===== src/rtl/timer_digit_counter.sv =====
// MM:SS BCD timer digits: per-digit editing in EDIT, 1 Hz countdown in RUN,
// completion flag in DONE. All outputs come straight from flops.
//
// state | meaning
// ------+-----------------------------------------------------------
// EDIT  | digits editable via one-hot select + inc/dec; start arms RUN
// RUN   | digits count down on each 1 Hz tick; stop pauses to EDIT
// DONE  | countdown reached 00:00; any user pulse returns to EDIT
module timer_digit_counter #(
  parameter int unsigned MIN_TENS_MAX = 9,
  parameter int unsigned SEC_TENS_MAX = 5
) (
  input  logic        i_clk,
  input  logic        i_rst_n,
  input  logic [3:0]  i_digit_select,
  input  logic        i_inc,
  input  logic        i_dec,
  input  logic        i_start,
  input  logic        i_stop,
  input  logic        i_tick_1hz,
  output logic [15:0] o_digits,
  output logic        o_running,
  output logic        o_done
);

  typedef enum logic [1:0] {
    ST_EDIT = 2'b00,
    ST_RUN  = 2'b01,
    ST_DONE = 2'b10
  } state_t;

  localparam logic [3:0] MAX_D0 = 4'd9;
  localparam logic [3:0] MAX_D1 = SEC_TENS_MAX[3:0];
  localparam logic [3:0] MAX_D2 = 4'd9;
  localparam logic [3:0] MAX_D3 = MIN_TENS_MAX[3:0];
  localparam logic [3:0][3:0] DIGIT_MAX = {MAX_D3, MAX_D2, MAX_D1, MAX_D0};

  state_t          state_q, state_d;
  logic [3:0][3:0] digits_q, digits_d;
  logic [3:0][3:0] count_dn;
  logic            count_zero;
  logic            edit_ok;
  logic            running_q, done_q;

  function automatic logic [3:0] wrap_inc(input logic [3:0] v, input logic [3:0] mx);
    return (v >= mx) ? 4'd0 : v + 4'd1;
  endfunction

  function automatic logic [3:0] wrap_dec(input logic [3:0] v, input logic [3:0] mx);
    return (v == 4'd0 || v > mx) ? mx : v - 4'd1;
  endfunction

  // One-second decrement of MM:SS with borrow rippling up through the digits.
  always_comb begin
    count_dn = digits_q;
    if (digits_q[0] != 4'd0) begin
      count_dn[0] = digits_q[0] - 4'd1;
    end else if (digits_q[1] != 4'd0) begin
      count_dn[0] = MAX_D0;
      count_dn[1] = digits_q[1] - 4'd1;
    end else if (digits_q[2] != 4'd0) begin
      count_dn[0] = MAX_D0;
      count_dn[1] = MAX_D1;
      count_dn[2] = digits_q[2] - 4'd1;
    end else if (digits_q[3] != 4'd0) begin
      count_dn[0] = MAX_D0;
      count_dn[1] = MAX_D1;
      count_dn[2] = MAX_D2;
      count_dn[3] = digits_q[3] - 4'd1;
    end
  end

  assign count_zero = (count_dn == '0);
  assign edit_ok    = $onehot(i_digit_select) && (i_inc ^ i_dec);

  always_comb begin
    state_d  = state_q;
    digits_d = digits_q;
    case (state_q)
      ST_EDIT: begin
        if (i_start) begin
          if (digits_q != '0) state_d = ST_RUN;
        end else if (edit_ok) begin
          for (int i = 0; i < 4; i++) begin
            if (i_digit_select[i]) begin
              digits_d[i] = i_inc ? wrap_inc(digits_q[i], DIGIT_MAX[i])
                                  : wrap_dec(digits_q[i], DIGIT_MAX[i]);
            end
          end
        end
      end
      ST_RUN: begin
        // A tick coinciding with stop is dropped so the paused value is stable.
        if (i_stop) begin
          state_d = ST_EDIT;
        end else if (i_tick_1hz) begin
          digits_d = count_dn;
          if (count_zero) state_d = ST_DONE;
        end
      end
      ST_DONE: begin
        digits_d = '0;
        if (i_start || i_stop || i_inc || i_dec) state_d = ST_EDIT;
      end
      default: begin
        state_d = ST_EDIT;
      end
    endcase
  end

  always_ff @(posedge i_clk or negedge i_rst_n) begin
    if (!i_rst_n) begin
      state_q   <= ST_EDIT;
      digits_q  <= '0;
      running_q <= 1'b0;
      done_q    <= 1'b0;
    end else begin
      state_q   <= state_d;
      digits_q  <= digits_d;
      running_q <= (state_d == ST_RUN);
      done_q    <= (state_d == ST_DONE);
    end
  end

  assign o_digits  = digits_q;
  assign o_running = running_q;
  assign o_done    = done_q;

endmodule


===== config.mk =====
export PLATFORM = sky130hd
export DESIGN_NAME = timer_digit_counter
export DESIGN_NICKNAME = d
export VERILOG_FILES = /design/src/rtl/timer_digit_counter.sv
export SDC_FILE = /design/constraint.sdc
export NUM_CORES = 1
export LEC_CHECK = 0
export ABC_CLOCK_PERIOD_IN_PS = 3200
export BUFFER_PORTS_ARGS = -buffer_cell sky130_fd_sc_hd__buf_2
export CORE_AREA = 2 2 63 89
export DETAILED_ROUTE_END_ITERATION = 12
export DIE_AREA = 0 0 65 91
export PLACE_DENSITY = 0.69
export SLEW_MARGIN = 40
export SYNTH_ARGS = -nofsm -noshare
export SYNTH_HDL_FRONTEND = slang
export SYNTH_SLANG_ARGS = --single-unit
export TNS_END_PERCENT = 5

===== constraint.sdc =====
create_clock -name i_clk -period 3.2 [get_ports i_clk]
set_input_delay 0.64 -clock i_clk [delete_from_list [all_inputs] [get_ports i_clk]]
set_output_delay 0.64 -clock i_clk [all_outputs]
set_load 0.05 [all_outputs]

=== Word level (Yosys, flattened, before mapping) ===
Index checks and enable logic that the tools add are counted.

* Bits in registers: 20
* Logic and storage cells: 99
* Output and inout bits: 18

* $add $sub $neg: 11
* Mux-type cells: 35
* Bitwise operators: 1
* $lt $le $gt $ge: 8
* Reduce and logical (&&, ||, !) cells: 24
* Equality and inequality tests: 13

{| class="wikitable"
|+ Operators with widths
! operator !! number
|-
| $mux 16 || 5
|-
| $mux 4 || 18
|-
| $pmux 16 s3 || 1
|-
| $mux 12 || 2
|-
| $reduce_and 6->1 || 4
|-
| $add 4x1->4 const B || 4
|-
| $logic_not 16->1 || 1
|-
| $logic_not 4->1 || 4
|-
| $mux 8 || 2
|-
| $ne 2x2->1 const B || 8
|-
| $reduce_bool 16->1 || 1
|-
| $reduce_bool 4->1 || 4
|-
| $sub 4x1->4 const B || 4
|-
| $ge 4x4->1 const B || 3
|-
| $gt 4x4->1 const B || 3
|-
| $mux 2 || 6
|-
| $logic_or 1x1->1 || 7
|-
| $pmux 2 s3 || 1
|-
| $add 1x1->2 || 2
|-
| $eq 2x1->1 const B || 2
|-
| $eq 2x2->1 const B || 2
|-
| $ge 4x3->1 const B || 1
|-
| $gt 4x3->1 const B || 1
|-
| $add 2x2->3 || 1
|-
| other kinds (5) || 5
|}

=== Logic depth before layout (Yosys ltp) ===
Gate-level depths: netlist (run 1).

* Depth in word-level cells: 11
* Gate-level depth with buffers: 11
* Depth with buffers taken out: 11

=== Worst setup path before layout (run 1) ===
Ideal clock, no wire load.

* Kind: input to register
* From: input port i_digit_select[0]
* To: register digits_q, in the netlist o_digits[12]
* Setup time: 0.121 ns
* Buffers on the path: 0
* Setup slack: -0.049 ns
* Arrival: 3.128 ns
* Cell stages on the path: 11
* Cell sequence: inv_1 fa_1 inv_1 ha_1 ha_1 or4b_2 o21ai_0 nand2_1 a21oi_2 o21ai_0 a22o_1

* Longest elaborated chain between the ends: 6

{| class="wikitable"
|+ RTL lines
! element !! RTL line !! source
|-
| start: declaration || 15 || <nowiki>input logic [3:0] i_digit_select,</nowiki>
|-
| $add 1x1->2 (implied by the code) || 74 || <nowiki>assign edit_ok = $onehot(i_digit_select) && (i_inc ^ i_dec);</nowiki>
|-
| $add 2x2->3 (implied by the code) || 74 ||
|-
| $eq 3x1->1 || 74 ||
|-
| $logic_and 1x1->1 || 74 ||
|-
| $ne 2x2->1 (no line) || -- ||
|-
| $reduce_and 6->1 (no line) || -- ||
|-
| end signal: assignment || 119 || <nowiki>digits_q <= digits_d;</nowiki>
|-
| end: declaration || 39 || <nowiki>logic [3:0][3:0] digits_q, digits_d;</nowiki>
|}

No other way between the ends.
A chain may end at the register's enable or synchronous reset.

=== Worst setup path after layout (run 1) ===
* From: input port i_digit_select[0]
* To: register digits_q, in the netlist o_digits[11]

The elaborated chain is that of the path after synthesis.

==> results of run 1 <==
[cell usage in the layout (no fill, tap or decap), drive strengths merged, types with 7 or more instances in the layout]
cell and count:
buf 50, o21ai 34, nand2 25, nor2 24, inv 23, ha 20, dfrtp 20, a21oi 20
nand3 10, a31oi 9, o21a 9, nor3 8, nor4 8, nand4 7
[layout make-up]
class	count	area, µm²
Sequential cell	20	500
Fill cell	505	2240
Tap cell	66	82.6
Clock buffer	3	41.3
Timing Repair Buffer	50	305
Multi-Input combinational cell	262	1830
Inverter	23	86.3
[metal layers]
layer / wire (µm) / vias up / share of wire [%] / GRT usage (%)
met2: 3530 / 57 / 52 / 42.9
met5: 0 / - / 0 / 0
met4: 115 / 0 / 1.7 / 7.09
met3: 232 / 11 / 3.4 / 2.11
met1: 2910 / 1239 / 43 / 30.5
li1: - / 1276 / - / -
[final timing paths]
| path | to | from | slack, ps |
|---|---|---|---|
| min in group i_clk | o_digits[5]$_DFFE_PN0P_ | o_digits[5]$_DFFE_PN0P_ | 590 |
| worst min-delay path | state_q[1]$_DFF_PN0_ | i_rst_n | 330 |
| worst max-delay path | o_digits[11]$_DFFE_PN0P_ | i_digit_select[0] | 100 |
| worst max register to register | o_running$_DFF_PN0_ | o_digits[5]$_DFFE_PN0P_ | 440 |
| max in group asynchronous | o_digits[14]$_DFFE_PN0P_ | i_rst_n | 2540 |
| worst min register to register | o_digits[5]$_DFFE_PN0P_ | o_digits[5]$_DFFE_PN0P_ | 590 |
[worst max-delay path, delay by kind of cell]
kind / cells / cell delay (ps)
AOI/OAI and AO/OA: 2 / 420
muxes: 1 / 290
and+or+nand+nor: 2 / 760
adders and majority gates: 3 / 950
buffers and inverters: 3 / 180
[state kept, by name (all words and copies together) (netlist names)]
| name | flops |
|---|---|
| o_done | 1 |
| o_running | 1 |
| o_digits | 16 |
| state_q | 2 |
[logic make-up after synthesis]
group                      after synthesis  share of synthesized area, %
AOI/OAI and AO/OA                      120                          32.4
xor gates and xnor gates                 4                          1.40
adders and majority gates               21                          10.8
buffers and inverters                   46                          8.15
DFF                                     20                          20.0
muxes                                    7                          2.95
and+or+nand+nor                        110                          24.3
[power groups by stage]
| stage | registers [µW] | logic (µW) | clock network, µW |
|---|---|---|---|
| after global placement | 531 | 2400 | 0 |
| after floorplan | 794 | 1580 | 0 |
| after detailed placement | 535 | 2430 | 0 |
| after CTS | 529 | 2440 | 172 |
| after global routing | 561 | 2710 | 180 |
| final | 533 | 2490 | 169 |
[metrics by stage]
stage	worst slack, ps	power, µW	area [µm²]
after floorplan	-2.48	2380	2500
after global placement	-162	2930	2770
after detailed placement	-228	2970	2770
after CTS	40.2	3140	2810
after global routing	8.76	3450	2840
final	97.5	3190	2840
==> metrics.md, run 1 <==
| Metric | Value |
|---|---|
| IR Drop Worst-Case VDD | 0.000551 V |
| Num Clock Sinks | 20 |
| Maximum number of buffers from clock root to sink | 2 |
| Count of port buffers added during placement | 28 |
| Max H-tree Level | 1 |
| Standard-cell rows | 31 |
| Initial antenna violation count | 0 |
| Master cell of the clock root buffer | sky130_fd_sc_hd__clkbuf_8 |
| Fraction of final layout cells with drive strength greater than 1 | 20.7% |
| Die span in x | 65 µm |
| Min Hold Slack | roughly 330 ps |
| Reported net switching power | roughly 1800 µW |
| Largest cells by area after synthesis | sky130_fd_sc_hd__dfrtp_1 (20%), sky130_fd_sc_hd__ha_1 (10%), sky130_fd_sc_hd__o21ai_0 (6.6%), sky130_fd_sc_hd__nand2_1 (3.8%), sky130_fd_sc_hd__a21oi_1 (3.6%) |
| Power Density | 1120 mW/mm² |
| List of most frequent post-synthesis cells | sky130_fd_sc_hd__o21ai_0 (33), sky130_fd_sc_hd__nand2_1 (25), sky130_fd_sc_hd__nor2_1 (24) |
| Post-synthesis async set-or-reset flop share | 100% |
| Most used DFF post-synth | sky130_fd_sc_hd__dfrtp_1 |
| Slew Limit Headroom | 48.4% |
| Fraction of power consumed by combinational cells | 78.0% |
| Highest cell delay on the worst timing path | 640 ps |
| Synth area leader | sky130_fd_sc_hd__dfrtp_1 |
| NumNets Final | 392 |
| Number of enable flip-flop cells after synthesis | 0 |
| Clock transition at path regs | 70 ps |
| Total standard cell area after synthesis | 0.00250 mm² |
| Routed length per instance | 16.0 µm |
| Effective utilization at floorplan | 49.2% |
| Switching portion of total power | a little under three fifths |
| Arr. time, crit path | between 3000 and 4000 ps |
| Total instance count after detailed placement | 421 |
| Utilization after layout | a little under three fifths |
| Avg Cell Area, Syn | about 7.6 µm² |
| Core Region | 0.00508 mm² |
| Overall Global Routing Usage | 24.2% |
| Total congestion overflow after global routing | 0 |
| Relative contribution of sequential cells to total power | 16.7% |
| Number of vias in the routed layout | 2583 |
| Max Cap Violations | 0 |
| Final total negative setup slack | 0 ps |
| WS Path Type | primary input to flip-flop |
| CTS tree | done |
| Wire length reported by the detailed router | 6790 µm |
| Cell at the slowest stage of the critical path | sky130_fd_sc_hd__or4b_2 |
| 1st-iter DRT viols | 134 |
| Dpl hpwl | 5100 µm |
| Kind of start point of the critical path | primary input |
| Cells resized by post-CTS repair | 0 |
| Global-route wire length before repair | 11600 µm |
| Outcome | completed |
| Count of cells along the worst register-to-register path | 8 |
| Req. time, crit path | 3350 ps |
| Maximum frequency from static timing analysis | 322 MHz |
| Clock Latency Late Sink | 260 ps |
| Total internal power | approximately 1400 µW |
| Worst hold-check path type | primary input to asynchronous set/reset pin |
| Yosys warns | 0 |
| Post-synthesis net count | 360 |
| Clock period minus worst slack | 3100 ps |
| Number of hold-slack violations in the final timing report | 0 |
| Total setup buffers inserted after CTS | 0 |
| Number of global-route vias before repair | 2503 |
| Static power due to leakage | 0.00123 µW |
| Setup violations, final | 0 |
| Sequential element share of the synthesized area | 20.0% |
| Die height | 91 µm |
| Cells after Synth | between 300 and 400 |
| CTS Hold Buffers Added | 0 |
| Final Skew | 2.37 ps |
| Cell chain of the critical path | buf_2, inv_1, fa_1, inv_1, ha_1, ha_1, or4b_2, o21ai_2, nand2_2, a21o_1, mux2_2 |
| Worst-Margin Slew | approximately 770 ps |
| Pins Over Slew Limit | 0 |
| Diodes inserted | 0 |
| Cell Count, Final, Fillers Out | 424 |
| Leading cell type by number of instances after synthesis | sky130_fd_sc_hd__o21ai_0 |
| Area growth, synth to finish | 13.6% |
| Clk pwr share | 5.3% |
| Endpoint type of the worst setup path | flip-flop |
| I/O pin cnt | 29 |
| Clock buffer count from CTS | 3 |
| DRC viols | 0 |
| Final worst-path cycle share | 97.0% |
| Fraction of synthesized cell area taken by the top area cell type | 20.0% |
| Unrepaired setup endpoints after global routing | false |
| Number of nets with antenna violations after routing | 0 |
| Number of distinct library cell variants in the gate-level netlist after synthesis | 58 |
| Peak fanout along the critical path | 6 |
| Via-per-instance ratio | 6.09 |
| Overall die area | 0.00592 mm² |
| Maximum number of pins on one net before global-route repair | 21 |
| RePlAce Congestion | just under 0.9 |
| Flop and latch count out of synthesis | 20 |
| DR pass1 iterations | 4 |
No activity file was read; power rests on OpenSTA's default activity.
==> run 2: changes to the inputs <==
--- a/config.mk
+++ b/config.mk
@@ -7,10 +7,10 @@
 export LEC_CHECK = 0
 export ABC_CLOCK_PERIOD_IN_PS = 3200
 export BUFFER_PORTS_ARGS = -buffer_cell sky130_fd_sc_hd__buf_2
-export CORE_AREA = 2 2 63 89
+export CORE_AREA = 2 2 75 106
 export DETAILED_ROUTE_END_ITERATION = 12
-export DIE_AREA = 0 0 65 91
-export PLACE_DENSITY = 0.69
+export DIE_AREA = 0 0 77 108
+export PLACE_DENSITY = 0.51
 export SLEW_MARGIN = 40
 export SYNTH_ARGS = -nofsm -noshare
 export SYNTH_HDL_FRONTEND = slang
==> run 2 against run 1 <==
Die area is 41% higher; largest cell class unchanged; largest power group unchanged; count of clock-buffer cells in the layout is 1 higher; hold slack better by 14 ps; final area is 1.9% higher; combinational power is 2% higher; clock skew hardly changed; power is 2.6% higher; highest routed layer unchanged.
==> metrics.md, run 2 (synthesis gave the netlist of run 1 again) <==
| Metric | Value |
|---|---|
| Outcome | completed |
| Kind of start point of the critical path | primary input |
| Count of cells along the worst register-to-register path | 8 |
| Dpl hpwl | approximately 5600 µm |
| Number of hold-slack violations in the final timing report | 0 |
| Overall Global Routing Usage | 18.8% |
| Count of port buffers added during placement | 28 |
| Total congestion overflow after global routing | 0 |
| Number of flip-flops under the largest register name | 16 |
| Overall die area | 0.00832 mm² |
| Arr. time, crit path | 3260 ps |
| Final total negative setup slack | 0 ps |
| Area growth, synth to finish | 15.8% |
| Max Cap Violations | 0 |
| NumNets Final | 391 |
| Number of global-route vias before repair | between 2000 and 2500 |
| CTS tree | done |
| Global-route wire length before repair | 12500 µm |
| Setup violations, final | 0 |
| RePlAce Congestion | 0.828 |
| Non-Filler Cell Area, Final | about 0.0029 mm² |
| Effective utilization at floorplan | roughly a third |
| Clock period minus worst slack | 3100 ps |
| Power Density | 1130 mW/mm² |
| DRC viols | 0 |
| Clock Latency Late Sink | 270 ps |
| Wire length reported by the detailed router | approximately 7500 µm |
| Diodes inserted | 0 |
| Clock buffer count from CTS | 3 |
| Static power due to leakage | 0.00123 µW |
| Req. time, crit path | ~3400 ps |
| Origin of the critical flop-to-flop path | o_digits[5]$_DFFE_PN0P_ |
| DR pass1 iterations | 4 |
| Die height | 108 µm |
| Maximum frequency from static timing analysis | between 300 and 400 MHz |
| Die span in x | 77 µm |
| R2R setup slack | approximately 400 ps |
| Unrepaired setup endpoints after global routing | false |
| Standard-cell rows | 37 |
| Initial antenna violation count | 0 |
| Area after detailed placement | 0.00282 mm² |
| Via-per-instance ratio | 5.64 |
| IR Drop Worst-Case VDD | 0.000612 V |
| Worst-Margin Slew | 740 ps |
| 1st-iter DRT viols | 209 |
| Endpoint type of the worst setup path | flip-flop |
| Master cell of the clock root buffer | sky130_fd_sc_hd__clkbuf_8 |
| Pins Over Slew Limit | 0 |
| Max H-tree Level | 1 |
| Timing startpoint of the critical path | i_digit_select[0] |
| Maximum number of buffers from clock root to sink | 2 |
| Highest cell delay on the worst timing path | 640 ps |
| Final Skew | 1.95 ps |
| WS Path Type | primary input to flip-flop |
| Num Clock Sinks | 20 |
| Number of nets with antenna violations after routing | 0 |
| Maximum number of pins on one net before global-route repair | 28 |
| Peak fanout along the critical path | 6 |
| Commonest cells after routing, fill and taps aside | sky130_fd_sc_hd__o21ai_0 (29), sky130_fd_sc_hd__buf_2 (28), sky130_fd_sc_hd__nor2_1 (24), sky130_fd_sc_hd__nand2_1 (24), sky130_fd_sc_hd__inv_1 (23) |
| Number of vias in the routed layout | 2565 |
| Routed length per instance | 16.5 µm |
| Cell at the slowest stage of the critical path | sky130_fd_sc_hd__or4b_2 |
| Fraction of final layout cells with drive strength greater than 1 | 20.7% |
| Core Region | 0.00731 mm² |
| Cell chain of the critical path | buf_2, inv_1, fa_1, inv_1, ha_1, ha_1, or4b_2, o21ai_2, nand2_2, a21oi_4, mux2_2 |
| Leading cell type in the layout, fill and taps excluded | sky130_fd_sc_hd__o21ai_0 |
| Final worst-path cycle share | 96.8% |
| Cell Count, Final, Fillers Out | between 400 and 500 |
| Total instance count after detailed placement | 451 |
| I/O pin cnt | 29 |
| Clock transition at path regs | 80 ps |
| Slew Limit Headroom | 50.7% |
| Worst hold-check path type | primary input to asynchronous set/reset pin |
| Crit Reg-Reg Endpoint | o_running$_DFF_PN0_ |
[run 2: cell count changes in the layout (fill, tap and decap cells not counted)]
cell,delta
sky130_fd_sc_hd__buf_12,+1
sky130_fd_sc_hd__buf_4,-2
sky130_fd_sc_hd__clkbuf_8,+1
sky130_fd_sc_hd__o21ai_1,-1
sky130_fd_sc_hd__o21ai_2,+1
sky130_fd_sc_hd__o41ai_1,+1
sky130_fd_sc_hd__o41ai_2,-1
[run 2: cell type report]
type | instances | area [µm²]
clock buffers | 4 | 55.1
fillers | 802 | 4420
inverters | 23 | 86.3
multi-input cells | 262 | 1820
flip-flops and latches | 20 | 500
well taps | 97 | 121
repair buffers | 49 | 310
[run 2: metrics by stage]
step / setup WS, ps / util, % / hold slack, ps / total power, µW
6_report: 101 / 39.6 / 341 / 3270
5_1_grt: 8.97 / 39.6 / 372 / 3560
4_1_cts: 8.24 / 39.2 / 354 / 3240
3_5_place_dp: -279 / 38.5 / 569 / 3030
3_3_place_gp: -201 / 38.5 / 564 / 3020
2_1_floorplan: -2.48 / - / 344 / 2380
[run 2: where the power goes]
| group | internal (µW) | switching (µW) |
|---|---|---|
| Combinational | 942 | 1600 |
| Sequential | 352 | 175 |
| Clock | 110 | 95.9 |
[run 2: per-layer routing]
| layer | vias up | GRT usage, % | routed length (µm) | part of all wire, % |
|---|---|---|---|---|
| met5 | - | 0 | 0 | 0 |
| met4 | 0 | 6.51 | 150 | 2.0 |
| met3 | 10 | 1.75 | 208 | 2.8 |
| met2 | 47 | 34.6 | 3900 | 52 |
| met1 | 1227 | 22.8 | 3240 | 43 |
| li1 | 1281 | - | - | - |
[run 2: how the worst max path moves through the flow]
stage	slack (ps)	to
CTS	8	o_digits[12]$_DFFE_PN0P_
detailed placement	-280	o_digits[12]$_DFFE_PN0P_
global placement	-200	o_digits[15]$_DFFE_PN0P_
finish	100	o_digits[15]$_DFFE_PN0P_
global route	9	o_digits[15]$_DFFE_PN0P_
floorplan	-2	o_digits[15]$_DFFE_PN0P_
[run 2: repair_timing]
action	in CTS	in global routing
buffers inserted	0	0
gates resized for setup	0	7
endpoints found under the setup margin	0	9
hold buffers	0	0
[run 2: critical path, delay by kind of cell]
family,cells,cell delay [ps]
adders and majority gates,3,950
and+or+nand+nor,2,750
AOI/OAI and AO/OA,2,360
muxes,1,360
buffers and inverters,3,180
==> run 3: changes to the inputs <==
--- a/config.mk
+++ b/config.mk
@@ -11,7 +11,8 @@
 export DETAILED_ROUTE_END_ITERATION = 12
 export DIE_AREA = 0 0 77 108
 export PLACE_DENSITY = 0.51
-export SLEW_MARGIN = 40
+export SETUP_SLACK_MARGIN = 0.5
+export SLEW_MARGIN = 20
 export SYNTH_ARGS = -nofsm -noshare
 export SYNTH_HDL_FRONTEND = slang
 export SYNTH_SLANG_ARGS = --single-unit
==> run 3 against run 2 <==
Flip-flop and latch count did not move; final area rose by 1.9%; clock power barely moved; clock skew rose by 3.7 ps; power rose by 1.0%; register-to-register slack improved by 70 ps; core utilization rose by 0.77 points; die area did not move; largest power group unchanged.
==> metrics.md, run 3 (synthesis gave the netlist of run 1 again) <==
| Metric | Value |
|---|---|
| Number of global-route vias before repair | 2512 |
| Routed length per instance | 16.4 µm |
| I/O pin cnt | 29 |
| Outcome | completed |
| Total congestion overflow after global routing | 0 |
| Die height | 108 µm |
| Kind of start point of the critical path | primary input |
| Core Region | between 0.007 and 0.008 mm² |
| Initial antenna violation count | 0 |
| Effective utilization at floorplan | 34.2% |
| Number of vias in the routed layout | between 2000 and 3000 |
| DRC viols | 0 |
| CTS tree | done |
| Number of hold-slack violations in the final timing report | 0 |
| Commonest cells after routing, fill and taps aside | sky130_fd_sc_hd__o21ai_0 (29), sky130_fd_sc_hd__buf_2 (27), sky130_fd_sc_hd__nor2_1 (24), sky130_fd_sc_hd__nand2_1 (24), sky130_fd_sc_hd__buf_4 (24) |
| Standard-cell rows | 37 |
| Clock buffer count from CTS | 3 |
| Clock Latency Late Sink | 270 ps |
| Number of flip-flops under the largest register name | 16 |
| Dpl hpwl | 5660 µm |
| Maximum number of buffers from clock root to sink | 2 |
| Setup violations, final | 0 |
| NumNets Final | approximately 390 |
| Final Skew | 5.68 ps |
| Req. time, crit path | 3350 ps |
| Number of nets with antenna violations after routing | 0 |
| Die span in x | about 77 µm |
| Overall die area | 0.00832 mm² |
| Max H-tree Level | 1 |
| IR Drop Worst-Case VDD | 0.000432 V |
| Total instance count after detailed placement | 452 |
| Slew Limit Headroom | 64.4% |
| Maximum number of pins on one net before global-route repair | 28 |
| Via-per-instance ratio | 5.66 |
| Worst-Margin Slew | 534 ps |
| Area growth, synth to finish | 18.0% |
| Final total negative setup slack | 0 ps |
| Master cell of the clock root buffer | sky130_fd_sc_hd__clkbuf_8 |
| DR pass1 iterations | 4 |
| Peak fanout along the critical path | 6 |
| WS Path Type | primary input to flip-flop |
| Diodes inserted | 0 |
| Maximum frequency from static timing analysis | 352 MHz |
| Max Cap Violations | 0 |
| Static power due to leakage | ~0.0013 µW |
| Clock period minus worst slack | 2840 ps |
| Fraction of final layout cells with drive strength greater than 1 | 23.3% |
| Unrepaired setup endpoints after global routing | true |
| Worst hold-check path type | primary input to asynchronous set/reset pin |
| Leading cell type in the layout, fill and taps excluded | sky130_fd_sc_hd__o21ai_0 |
| Endpoint type of the worst setup path | flip-flop |
| Power Density | 1120 mW/mm² |
| Clock transition at path regs | 90 ps |
| Arr. time, crit path | 2990 ps |
| Num Clock Sinks | 20 |
| Cell Count, Final, Fillers Out | 458 |
| Wire length reported by the detailed router | 7500 µm |
| Final worst slack | between 300 and 400 ps |
| 1st-iter DRT viols | around 250 |
| Pins Over Slew Limit | 0 |
| Count of port buffers added during placement | 28 |
| Final worst-path cycle share | 88.7% |
| RePlAce Congestion | 0.805 |
| Global-route wire length before repair | between 10000 and 15000 µm |
| Overall Global Routing Usage | 18.5% |
| Post-placement worst setup slack | -55.7 ps |
[run 3: cell types whose count changed in the layout (fill, tap and decap cells not counted), sizes merged]
cell,change
buf,+3
[run 3: layout make-up]
cell class	count	area, µm²
Multi-Input combinational cell	262	1860
Sequential cell	20	500
Tap cell	97	121
Fill cell	818	4360
Clock buffer	4	55.1
Inverter	23	86.3
Timing Repair Buffer	52	327
[run 3: worst paths after layout]
check / start / cells past startpoint / end / slack [ps]
min in group i_clk: state_q[1]$_DFF_PN0_ / 1 / state_q[1]$_DFF_PN0_ / 620
worst min-delay path: i_rst_n / 1 / state_q[1]$_DFF_PN0_ / 330
worst min register to register: state_q[1]$_DFF_PN0_ / 1 / state_q[1]$_DFF_PN0_ / 620
worst max-delay path: i_digit_select[3] / 11 / o_digits[11]$_DFFE_PN0P_ / 360
worst max register to register: o_digits[5]$_DFFE_PN0P_ / 8 / o_done$_DFF_PN0_ / 470
max in group asynchronous: i_rst_n / 1 / o_digits[9]$_DFFE_PN0P_ / 2520
[run 3: stage by stage]
step                util, %  total power [µW]  hold slack, ps  cell area (µm²)
floorplan                 -              2410             344             2530
CTS                    40.1              3290             358             2930
global route           40.4              3590             365             2950
global placement       38.8              3050             580             2840
detailed placement     38.8              3050             612             2840
finish                 40.4              3310             328             2950
[run 3: repair_timing]
item                                    4_1_cts  5_1_grt
pin swaps                                     4        2
buffers inserted                              1        1
hold buffers                                  0        0
endpoints found under the setup margin       20       20
resized for setup                             9        3
[run 3: critical path, cell delays in order]
cell and delay, ps:
sky130_fd_sc_hd__buf_6 70, sky130_fd_sc_hd__inv_2 30, sky130_fd_sc_hd__fa_1 520, sky130_fd_sc_hd__inv_1 40, sky130_fd_sc_hd__ha_2 180, sky130_fd_sc_hd__ha_4 230
sky130_fd_sc_hd__or4b_4 480, sky130_fd_sc_hd__o21ai_2 130, sky130_fd_sc_hd__nand2_2 120, sky130_fd_sc_hd__a21o_4 250, sky130_fd_sc_hd__mux2_4 300
[run 3: where the power goes]
part           leakage, µW  internal [µW]  switching [µW]
registers         0.000254            353             142
clock network    0.0000288            110            96.0
logic             0.000968            971            1630
[run 3: routing by layer]
metal  wire length (µm)  GRT usage [%]
met1               3260           22.6
met2               3950           34.8
met3                194           1.34
met4                 91           5.23
met5                  0              0
